`src/rtl/reg_op_arbiter_if.sv`:
```
// Bundle between the four requesters, the arbiter and the shared data register.
// The master side is the requesters and the register; the slave side is the arbiter.
interface reg_op_arbiter_if #(
   parameter int DATA_WIDTH = 16
);
   logic [3:0]              req;
   logic [11:0]             op;
   logic [4*DATA_WIDTH-1:0] arg;
   logic [15:0]             cnt;
   logic [3:0]              ser;
   logic [DATA_WIDTH-1:0]   reg_q;

   logic                    cl;
   logic                    ld;
   logic                    inc;
   logic                    dec;
   logic                    sr;
   logic                    ir;
   logic                    sl;
   logic                    il;
   logic [DATA_WIDTH-1:0]   reg_in;
   logic [3:0]              gnt;
   logic [3:0]              done;
   logic                    busy;

   modport master (
      output req, op, arg, cnt, ser, reg_q,
      input  cl, ld, inc, dec, sr, ir, sl, il, reg_in, gnt, done, busy
   );

   modport slave (
      input  req, op, arg, cnt, ser, reg_q,
      output cl, ld, inc, dec, sr, ir, sl, il, reg_in, gnt, done, busy
   );
endinterface

```
`src/rtl/reg_op_arbiter.sv`:
```
// Shares one data register between four requesters and sequences its control strobes.
// Define ROUND_ROBIN_EN for round-robin arbitration; otherwise fixed priority (lowest index wins).
module reg_op_arbiter #(
   parameter int DATA_WIDTH = 16
) (
   input logic             clk,
   input logic             rst,
   reg_op_arbiter_if.slave bus
);
   localparam int NUM_REQ = 4;

   typedef enum logic [1:0] {IDLE, EXEC, DONE} state_t;
   typedef enum logic [2:0] {
      OP_CLR, OP_LOAD, OP_INC, OP_DEC, OP_SHR, OP_SHL, OP_ROR, OP_ROL
   } opcode_t;

   state_t                state;
   state_t                state_next;
   logic [1:0]            win;
   logic [1:0]            pick;
   logic                  any_req;
   opcode_t               lat_op;
   logic [DATA_WIDTH-1:0] lat_arg;
   logic                  lat_ser;
   logic [3:0]            remaining;
   logic [2:0]            pick_op;
   logic [3:0]            pick_cnt;
   logic [3:0]            pick_count;

   assign any_req = |bus.req;

`ifdef ROUND_ROBIN_EN
   logic [1:0] rr_ptr;

   // Scan downward so the candidate closest to the pointer is the last (winning) assignment.
   always_comb begin
      pick = '0;
      for (int k = NUM_REQ - 1; k >= 0; k--) begin
         if (bus.req[rr_ptr + 2'(k)]) pick = rr_ptr + 2'(k);
      end
   end

   always_ff @(posedge clk or posedge rst) begin
      if (rst) begin
         rr_ptr <= '0;
      end else if (state == IDLE && any_req) begin
         rr_ptr <= pick + 2'd1;
      end
   end
`else
   always_comb begin
      pick = '0;
      for (int k = NUM_REQ - 1; k >= 0; k--) begin
         if (bus.req[k]) pick = 2'(k);
      end
   end
`endif

   // CLR and LOAD run once; every other opcode treats a zero count as one.
   always_comb begin
      pick_op  = bus.op[3*pick +: 3];
      pick_cnt = bus.cnt[4*pick +: 4];
      if (pick_op == OP_CLR || pick_op == OP_LOAD) begin
         pick_count = 4'd1;
      end else if (pick_cnt == 4'd0) begin
         pick_count = 4'd1;
      end else begin
         pick_count = pick_cnt;
      end
   end

   always_ff @(posedge clk or posedge rst) begin
      if (rst) begin
         state <= IDLE;
      end else begin
         state <= state_next;
      end
   end

   always_ff @(posedge clk or posedge rst) begin
      if (rst) begin
         win       <= '0;
         lat_op    <= OP_CLR;
         lat_arg   <= '0;
         lat_ser   <= 1'b0;
         remaining <= '0;
      end else if (state == IDLE && any_req) begin
         win       <= pick;
         lat_op    <= opcode_t'(pick_op);
         lat_arg   <= bus.arg[DATA_WIDTH*pick +: DATA_WIDTH];
         lat_ser   <= bus.ser[pick];
         remaining <= pick_count;
      end else if (state == EXEC) begin
         remaining <= remaining - 4'd1;
      end
   end

   // Rotates take their fill bit straight from reg_q so every repeat sees the updated value.
   always_comb begin
      state_next = state;
      bus.cl     = 1'b0;
      bus.ld     = 1'b0;
      bus.inc    = 1'b0;
      bus.dec    = 1'b0;
      bus.sr     = 1'b0;
      bus.ir     = 1'b0;
      bus.sl     = 1'b0;
      bus.il     = 1'b0;
      bus.reg_in = '0;
      bus.gnt    = '0;
      bus.done   = '0;
      bus.busy   = 1'b0;
      case (state)
         IDLE: begin
            if (any_req) state_next = EXEC;
         end
         EXEC: begin
            bus.busy = 1'b1;
            bus.gnt  = 4'b0001 << win;
            if (remaining == 4'd1) state_next = DONE;
            case (lat_op)
               OP_CLR:  bus.cl = 1'b1;
               OP_LOAD: begin
                  bus.ld     = 1'b1;
                  bus.reg_in = lat_arg;
               end
               OP_INC:  bus.inc = 1'b1;
               OP_DEC:  bus.dec = 1'b1;
               OP_SHR:  begin
                  bus.sr = 1'b1;
                  bus.ir = lat_ser;
               end
               OP_SHL:  begin
                  bus.sl = 1'b1;
                  bus.il = lat_ser;
               end
               OP_ROR:  begin
                  bus.sr = 1'b1;
                  bus.ir = bus.reg_q[0];
               end
               OP_ROL:  begin
                  bus.sl = 1'b1;
                  bus.il = bus.reg_q[DATA_WIDTH-1];
               end
            endcase
         end
         DONE: begin
            bus.busy   = 1'b1;
            bus.gnt    = 4'b0001 << win;
            bus.done   = 4'b0001 << win;
            state_next = IDLE;
         end
         default: state_next = IDLE;
      endcase
   end
endmodule
```
`src/flat_wrapper.sv`:
```
// flat-port wrapper written by rule: the top's interface ports become plain ports
module reg_op_arbiter_flat 
#(
   parameter int DATA_WIDTH = 16
)
  (clk, rst, bus_req, bus_op, bus_arg, bus_cnt, bus_ser, bus_reg_q, bus_cl, bus_ld, bus_inc, bus_dec, bus_sr, bus_ir, bus_sl, bus_il, bus_reg_in, bus_gnt, bus_done, bus_busy);
  reg_op_arbiter_if #(.DATA_WIDTH(DATA_WIDTH)) bus_i ();
  input logic clk;
  input logic rst;
  input wire logic [$bits(bus_i.req)-1:0] bus_req;
  input wire logic [$bits(bus_i.op)-1:0] bus_op;
  input wire logic [$bits(bus_i.arg)-1:0] bus_arg;
  input wire logic [$bits(bus_i.cnt)-1:0] bus_cnt;
  input wire logic [$bits(bus_i.ser)-1:0] bus_ser;
  input wire logic [$bits(bus_i.reg_q)-1:0] bus_reg_q;
  output wire logic [$bits(bus_i.cl)-1:0] bus_cl;
  output wire logic [$bits(bus_i.ld)-1:0] bus_ld;
  output wire logic [$bits(bus_i.inc)-1:0] bus_inc;
  output wire logic [$bits(bus_i.dec)-1:0] bus_dec;
  output wire logic [$bits(bus_i.sr)-1:0] bus_sr;
  output wire logic [$bits(bus_i.ir)-1:0] bus_ir;
  output wire logic [$bits(bus_i.sl)-1:0] bus_sl;
  output wire logic [$bits(bus_i.il)-1:0] bus_il;
  output wire logic [$bits(bus_i.reg_in)-1:0] bus_reg_in;
  output wire logic [$bits(bus_i.gnt)-1:0] bus_gnt;
  output wire logic [$bits(bus_i.done)-1:0] bus_done;
  output wire logic [$bits(bus_i.busy)-1:0] bus_busy;
  assign bus_i.req = bus_req;
  assign bus_i.op = bus_op;
  assign bus_i.arg = bus_arg;
  assign bus_i.cnt = bus_cnt;
  assign bus_i.ser = bus_ser;
  assign bus_i.reg_q = bus_reg_q;
  assign bus_cl = bus_i.cl;
  assign bus_ld = bus_i.ld;
  assign bus_inc = bus_i.inc;
  assign bus_dec = bus_i.dec;
  assign bus_sr = bus_i.sr;
  assign bus_ir = bus_i.ir;
  assign bus_sl = bus_i.sl;
  assign bus_il = bus_i.il;
  assign bus_reg_in = bus_i.reg_in;
  assign bus_gnt = bus_i.gnt;
  assign bus_done = bus_i.done;
  assign bus_busy = bus_i.busy;
  reg_op_arbiter #(.DATA_WIDTH(DATA_WIDTH)) u_core (.clk(clk), .rst(rst), .bus(bus_i));
endmodule
```
`config.mk`:
```
export PLATFORM = sky130hd
export DESIGN_NAME = reg_op_arbiter_flat
export DESIGN_NICKNAME = d
export VERILOG_FILES = /design/src/rtl/reg_op_arbiter_if.sv /design/src/rtl/reg_op_arbiter.sv /design/src/flat_wrapper.sv
export SDC_FILE = /design/constraint.sdc
export NUM_CORES = 1
export LEC_CHECK = 0
export CAP_MARGIN = 25
export CORE_MARGIN = 4
export CORE_UTILIZATION = 37
export CTS_BUF_LIST = sky130_fd_sc_hd__clkbuf_8
export DETAILED_ROUTE_END_ITERATION = 16
export PLACE_DENSITY = 0.94
export SETUP_SLACK_MARGIN = 0.2
export SLEW_MARGIN = 10
export SYNTH_ARGS = -nofsm -noshare
export SYNTH_HDL_FRONTEND = slang
export SYNTH_SLANG_ARGS = --single-unit
export TNS_END_PERCENT = 20
```
`constraint.sdc`:
```
create_clock -name clk -period 2.6 [get_ports clk]
set_clock_uncertainty 0.15 [all_clocks]
set_input_delay 0.39 -clock clk [delete_from_list [all_inputs] [get_ports clk]]
set_output_delay 0.39 -clock clk [all_outputs]
set_load 0.01 [all_outputs]
```
Word level (Yosys, flattened, before mapping)
Index checks and enable logic that the tools add are counted.
Storage, ports and cells
  register bits after elaboration: 28
  input bits: 118
Operators by class
  order comparisons: 1
  shifts and indexed selects: 4
  muxes and demuxes: 34
  eq/ne operators: 13
  reduce and logical (&&, ||, !) cells: 12
  add/subtract/negate cells: 1
  multiply operators: 1
Operators by type and width (count)
  variable part select 64 x 7 -> 16 bit: 1
  two-way mux 16 bit: 2
  two-way mux 4 bit: 6
  two-way mux 1 bit: 16
  variable part select 16 x 5 -> 4 bit: 1
  == test 3 bit, second input constant: 4
  two-way mux 2 bit: 6
  variable part select 12 x 5 -> 3 bit: 1
  == test 3 x 1 -> 1 bit, second input constant: 2
  == test 3 x 2 -> 1 bit, second input constant: 2
  zero test 3 bit: 2
  OR reduction 2 bit: 3
  == test 4 x 1 -> 1 bit, second input constant: 1
  zero test 4 bit: 1
  multiplier 2 x 2 -> 4 bit, first input constant: 1
  one-hot mux 1 bit (2 select lines): 2
  one-hot mux 2 bit (2 select lines): 1
  OR reduction 4 bit: 1
  left shift 1 x 2 -> 4 bit, first input constant: 1
  subtractor 4 x 1 -> 4 bit, second input constant: 1
  < comparator 2 x 3 -> 1 bit, second input constant: 1
  binary-select mux 1 bit (select 2 bit): 1
  == test 2 x 1 -> 1 bit, second input constant: 1
  == test 2 bit, second input constant: 1
  7 further kinds: 7

Depth between registers and ports, before layout
  depth in word-level cells: 10
  depth in mapped cells: 8

Worst setup path before layout
OpenSTA, ideal clock, no wires.
  kind: reg-to-output
  from: register u_core.state[1]
  to: output bus_reg_in[10]
  path buffers: 2
  arrival: 1.845 ns
  stages on the path, launching flop included: 9
  path slack: 0.215 ns
  cell sequence: dfrtp_1 > inv_1 > ha_1 > clkbuf_1 > nor2b_1 > nand2_1 > nor2_1 > clkbuf_1 > and2_1
Between the ends
  cells in the longest elaborated chain, start to end: 2
Ends and longest elaborated chain
  from (decl): line reg_op_arbiter.sv:17  | state_t state;
  from (signal assigned): line reg_op_arbiter.sv:76  | state <= state_next;
  == test 2 x 1 -> 1 bit: line reg_op_arbiter.sv:113  | case (state)
  two-way mux 16 bit: line reg_op_arbiter.sv:113
  to (decl): line flat_wrapper.sv:24  | output wire logic [$bits(bus_i.reg_in)-1:0] bus_reg_in;
Every way passes these cells.

Worst setup path after layout
  from: register u_core.state[1]
  to: output bus_ir
Between the ends
  cells in the longest elaborated chain, start to end: 2
Ends and longest elaborated chain
  == test 2 x 1 -> 1 bit: line reg_op_arbiter.sv:113
  two-way mux 1 bit: line reg_op_arbiter.sv:113
  to (decl): line flat_wrapper.sv:21  | output wire logic [$bits(bus_i.ir)-1:0] bus_ir;
Every way passes these cells.

==> run_results.csv <==
group,metric,value,unit
power,vdd_drop_max,0.408,mV
detailed_routing,met3_length,393,um
layout,area_growth_syn_to_layout,71.4,%
outcome,status,"complete, no violations",
global_route,grt_usage,19.6,%
clock_network,clk_pin_slew,100,ps
floorplanning,initial_core_util,38.0,%
layout,num-nets-final,476,
clock_network,numCtsBuffers,3,
worst_setup_path,cp-end-kind,"output port",
placement,portBuffers,136,
layout,n_antenna_cell,0,
global_route,first_global_vias,2392,
power,pwr-share-comb,56.6,%
clock_network,clock_sinks,28,
detailed_routing,vias,2219,
floorplanning,core-area,0.00589,mm2
timing,period_share,94.2,%
power,p_sw,0.959,mW
detailed_routing,routed_wl,7.17,mm
worst_setup_path,rrSetupSlack,920,ps
worst_setup_path,critPathArrivalTime,1910,ps
detailed_routing,wl_per_cell,16.8,um
clock_network,clk-insertion-delay-late,280,ps
global_route,antenna_found_initial,0,
worst_setup_path,worst-path-max-fanout,9,
placement,gp_congestion,0.834,
global_route,overflow,0,
logic_synthesis,avgSynthCellArea,10.7,um2
clock_network,htree_levels,1,
job,drv_cap,0,
detailed_routing,viasPerCell,5.21,
worst_setup_path,worst_r2r_endpoint,"u_core.remaining[3]",
timing,finalSetupViolations,0,
logic_synthesis,synth_seq_cells,28,
placement,hpwlAfterDp,5.71,mm
worst_setup_path,r2r_cells,7,
clock_network,cts_root_buf,"clkbuf_8",
detailed_routing,met2WireLength,3.93,mm
timing,rsz0062_at_grt,"true",
logic_synthesis,synth_fp_nets,334,
clock_network,clockBufferDepth,2,
power,p_clk_share,12.7,%
detailed_routing,drt-met1-wl,2.72,mm
logic_synthesis,ys_seq_area_share,31.3,%
detailed_routing,detail-route-antenna-nets,0,
logic_synthesis,synth.distinct_cells,43,
floorplanning,die_area,0.00735,mm2
clock_network,cts_hold_buf,0,
floorplanning,rows,28,
worst_setup_path,r2r_start,"u_core.state[1]",
detailed_routing,firstDrtPassIters,4,
layout,drive_above_1_share,19.4,%
floorplanning,dieWidth,85.8,um
global_route,grt_pass1_wl,11.5,mm
detailed_routing,drtIter0Drc,95,
logic_synthesis,yosysWarnings,0,
timing,tightest_slew,368,ps
worst_setup_path,critical_path.startpoint_type,"flop",
detailed_routing,routed.top_layer,"met4",
timing,layout_min_cycle_time,2450,ps
timing,slew_headroom,75.4,%
timing,hold_viol,0,
power,p_int,1.77,mW
detailed_routing,drc,0,
timing,drv_slew,0,
hold_path,hold_class,"primary input to async pin",
logic_synthesis,synth_cells,210,
global_route,grt_max_degree,30,
power,p_total,2.73,mW
power,switching_share,35.2,%
timing,fmax,408,MHz
layout,fill_cells,475,
power,p_leak,1.62,nW
clock_network,cts_tree,"built",
worst_setup_path,cp.required,2060,ps
floorplanning,io_pins,151,
worst_setup_path,setup.worst_path.class,"flop to output port",
power,pwr-share-seq,30.7,%
logic_synthesis,synth_area,0.00224,mm2
power,cellPowerDensity,711,mW/mm2
timing,finalSetupTns,0,ps
floorplanning,die_y,85.8,um
[stage by stage]
stage / cell area, um2 / instances / utilization, % / worst slack (ps) / hold slack (ps)
2_1_floorplan: 2240 / 210 / - / 215 / 305
3_3_place_gp: 3730 / 417 / 63.4 / 127 / 329
3_5_place_dp: 3730 / 417 / 63.4 / 78.0 / 339
4_1_cts: 3820 / 423 / 65.0 / 110 / 335
5_1_grt: 3830 / 426 / 65.2 / 23.9 / 364
6_report: 3830 / 426 / 65.2 / 150 / 322
[cell families after synthesis]
kind of cell | synth area share (%)
AO/OA/AOI/OAI | 9.79
XOR/XNOR | 1.17
adder cells (fa/ha/maj) | 3.36
buffers and inverters | 5.43
flip-flops | 31.3
multiplexers | 28.6
AND/OR/NAND/NOR | 20.4
[power by group through the flow]
stage / registers [mW] / logic (mW) / clock network (mW)
2_1_floorplan: 0.760 / 0.918 / 0
3_3_place_gp: 0.810 / 1.44 / 0
6_report: 0.837 / 1.54 / 0.347
5_1_grt: 0.866 / 1.69 / 0.371
3_5_place_dp: 0.834 / 1.51 / 0
4_1_cts: 0.833 / 1.53 / 0.354
[critical path: stages (launching register included)]
cell	delay [ps]
dfrtp_1	400
inv_2	90
ha_2	180
buf_4	160
nand2_1	70
nor3_1	170
clkdlybuf4s50_1	560
[area by class of cell]
class                   instances  area, um2  area share, %
clock buffers                   3       41.3           1.08
clock inverters                 1       30.0          0.783
inverters                      10       37.5          0.979
multi-input cells             157       1440           37.4
flip-flops and latches         28        701           18.3
well taps                      75       93.8           2.45
repair buffers                152       1500           39.0
[routing by layer]
layer,vias up,track usage [%]
li1,1057,-
met3,10,3.07
met5,-,0
met1,1072,22.0
met4,0,5.90
met2,80,37.7
[registers in the layout, summed over array words and instances, names as in the netlist]
register	count
u_core.lat_arg	16
u_core.lat_op	3
u_core.lat_ser	1
u_core.remaining	4
u_core.state	2
u_core.win	2
[synthesized netlist by cell type]
master | number | area share [%]
ha_1 | 6 | 3.4
nor2b_1 | 3 | 0.84
o31a_1 | 1 | 0.39
xor2_1 | 1 | 0.39
o211ai_1 | 1 | 0.34
buf_4 | 1 | 0.34
dfrtp_1 | 28 | 31
nor3b_1 | 9 | 3.0
clkbuf_1 | 8 | 1.3
mux2_2 | 18 | 9.1
or4_1 | 2 | 0.67
o21a_1 | 1 | 0.34
mux2i_1 | 2 | 0.89
nor2_4 | 1 | 0.50
nand2b_1 | 6 | 1.7
buf_8 | 1 | 0.67
or2_1 | 1 | 0.28
and3_1 | 7 | 2.0
nand2_1 | 13 | 2.2
o22ai_1 | 1 | 0.28
nand2b_4 | 1 | 0.62
and2_1 | 16 | 4.5
nor4_1 | 1 | 0.28
o2111ai_1 | 2 | 0.78
a32o_1 | 1 | 0.45
and3b_1 | 1 | 0.39
xnor2_1 | 2 | 0.78
or3_1 | 2 | 0.56
mux4_2 | 15 | 15
nor4b_1 | 2 | 0.78
a22oi_1 | 2 | 0.67
a2bb2oi_1 | 1 | 0.39
a21oi_1 | 4 | 0.89
a21o_1 | 2 | 0.67
mux4_1 | 3 | 3.5
inv_1 | 10 | 1.7
buf_2 | 4 | 0.89
buf_6 | 1 | 0.50
nor2_1 | 6 | 1.0
o21bai_1 | 1 | 0.34
o21ai_0 | 15 | 3.4
nor3_1 | 5 | 1.1
o211a_1 | 2 | 0.89
[worst max-delay path by stage]
stage / startpoint / to / slack, ps / depth (start not counted)
2_1_floorplan: u_core.state[1] / bus_reg_in[10] / 210 / 8
3_3_place_gp: bus_req[2] / u_core.lat_arg[9] / 130 / 6
3_5_place_dp: bus_req[2] / u_core.lat_arg[9] / 80 / 6
4_1_cts: u_core.state[1] / bus_il / 110 / 6
5_1_grt: u_core.state[0] / bus_gnt[0] / 20 / 4
6_report: u_core.state[1] / bus_ir / 150 / 6
[placed cells by master, fill, tap and decap left out, types with 3 or more instances in the layout]
| cell type | instances |
|---|---|
| clkdlybuf4s50_1 | 118 |
| dfrtp_1 | 28 |
| mux2_2 | 18 |
| and2_1 | 16 |
| mux4_2 | 15 |
| o21ai_0 | 15 |
| nand2_1 | 12 |
| buf_4 | 11 |
| inv_1 | 9 |
| nor3b_1 | 9 |
| dlygate4sd2_1 | 9 |
| and3_1 | 7 |
| nand2b_1 | 6 |
| nor2_1 | 5 |
| nor3_1 | 5 |
| ha_1 | 5 |
| a21oi_1 | 4 |
| clkbuf_2 | 4 |
| mux4_1 | 3 |
| clkbuf_8 | 3 |
| clkdlybuf4s15_2 | 3 |
| buf_12 | 3 |
[what timing repair did]
item,4_1_cts,5_1_grt
setup endpoints to repair,23,30
buffers inserted,1,3
resized for setup,31,14
pin swaps,1,1
gates cloned,1,0
(Power assumes the default switching activity.)
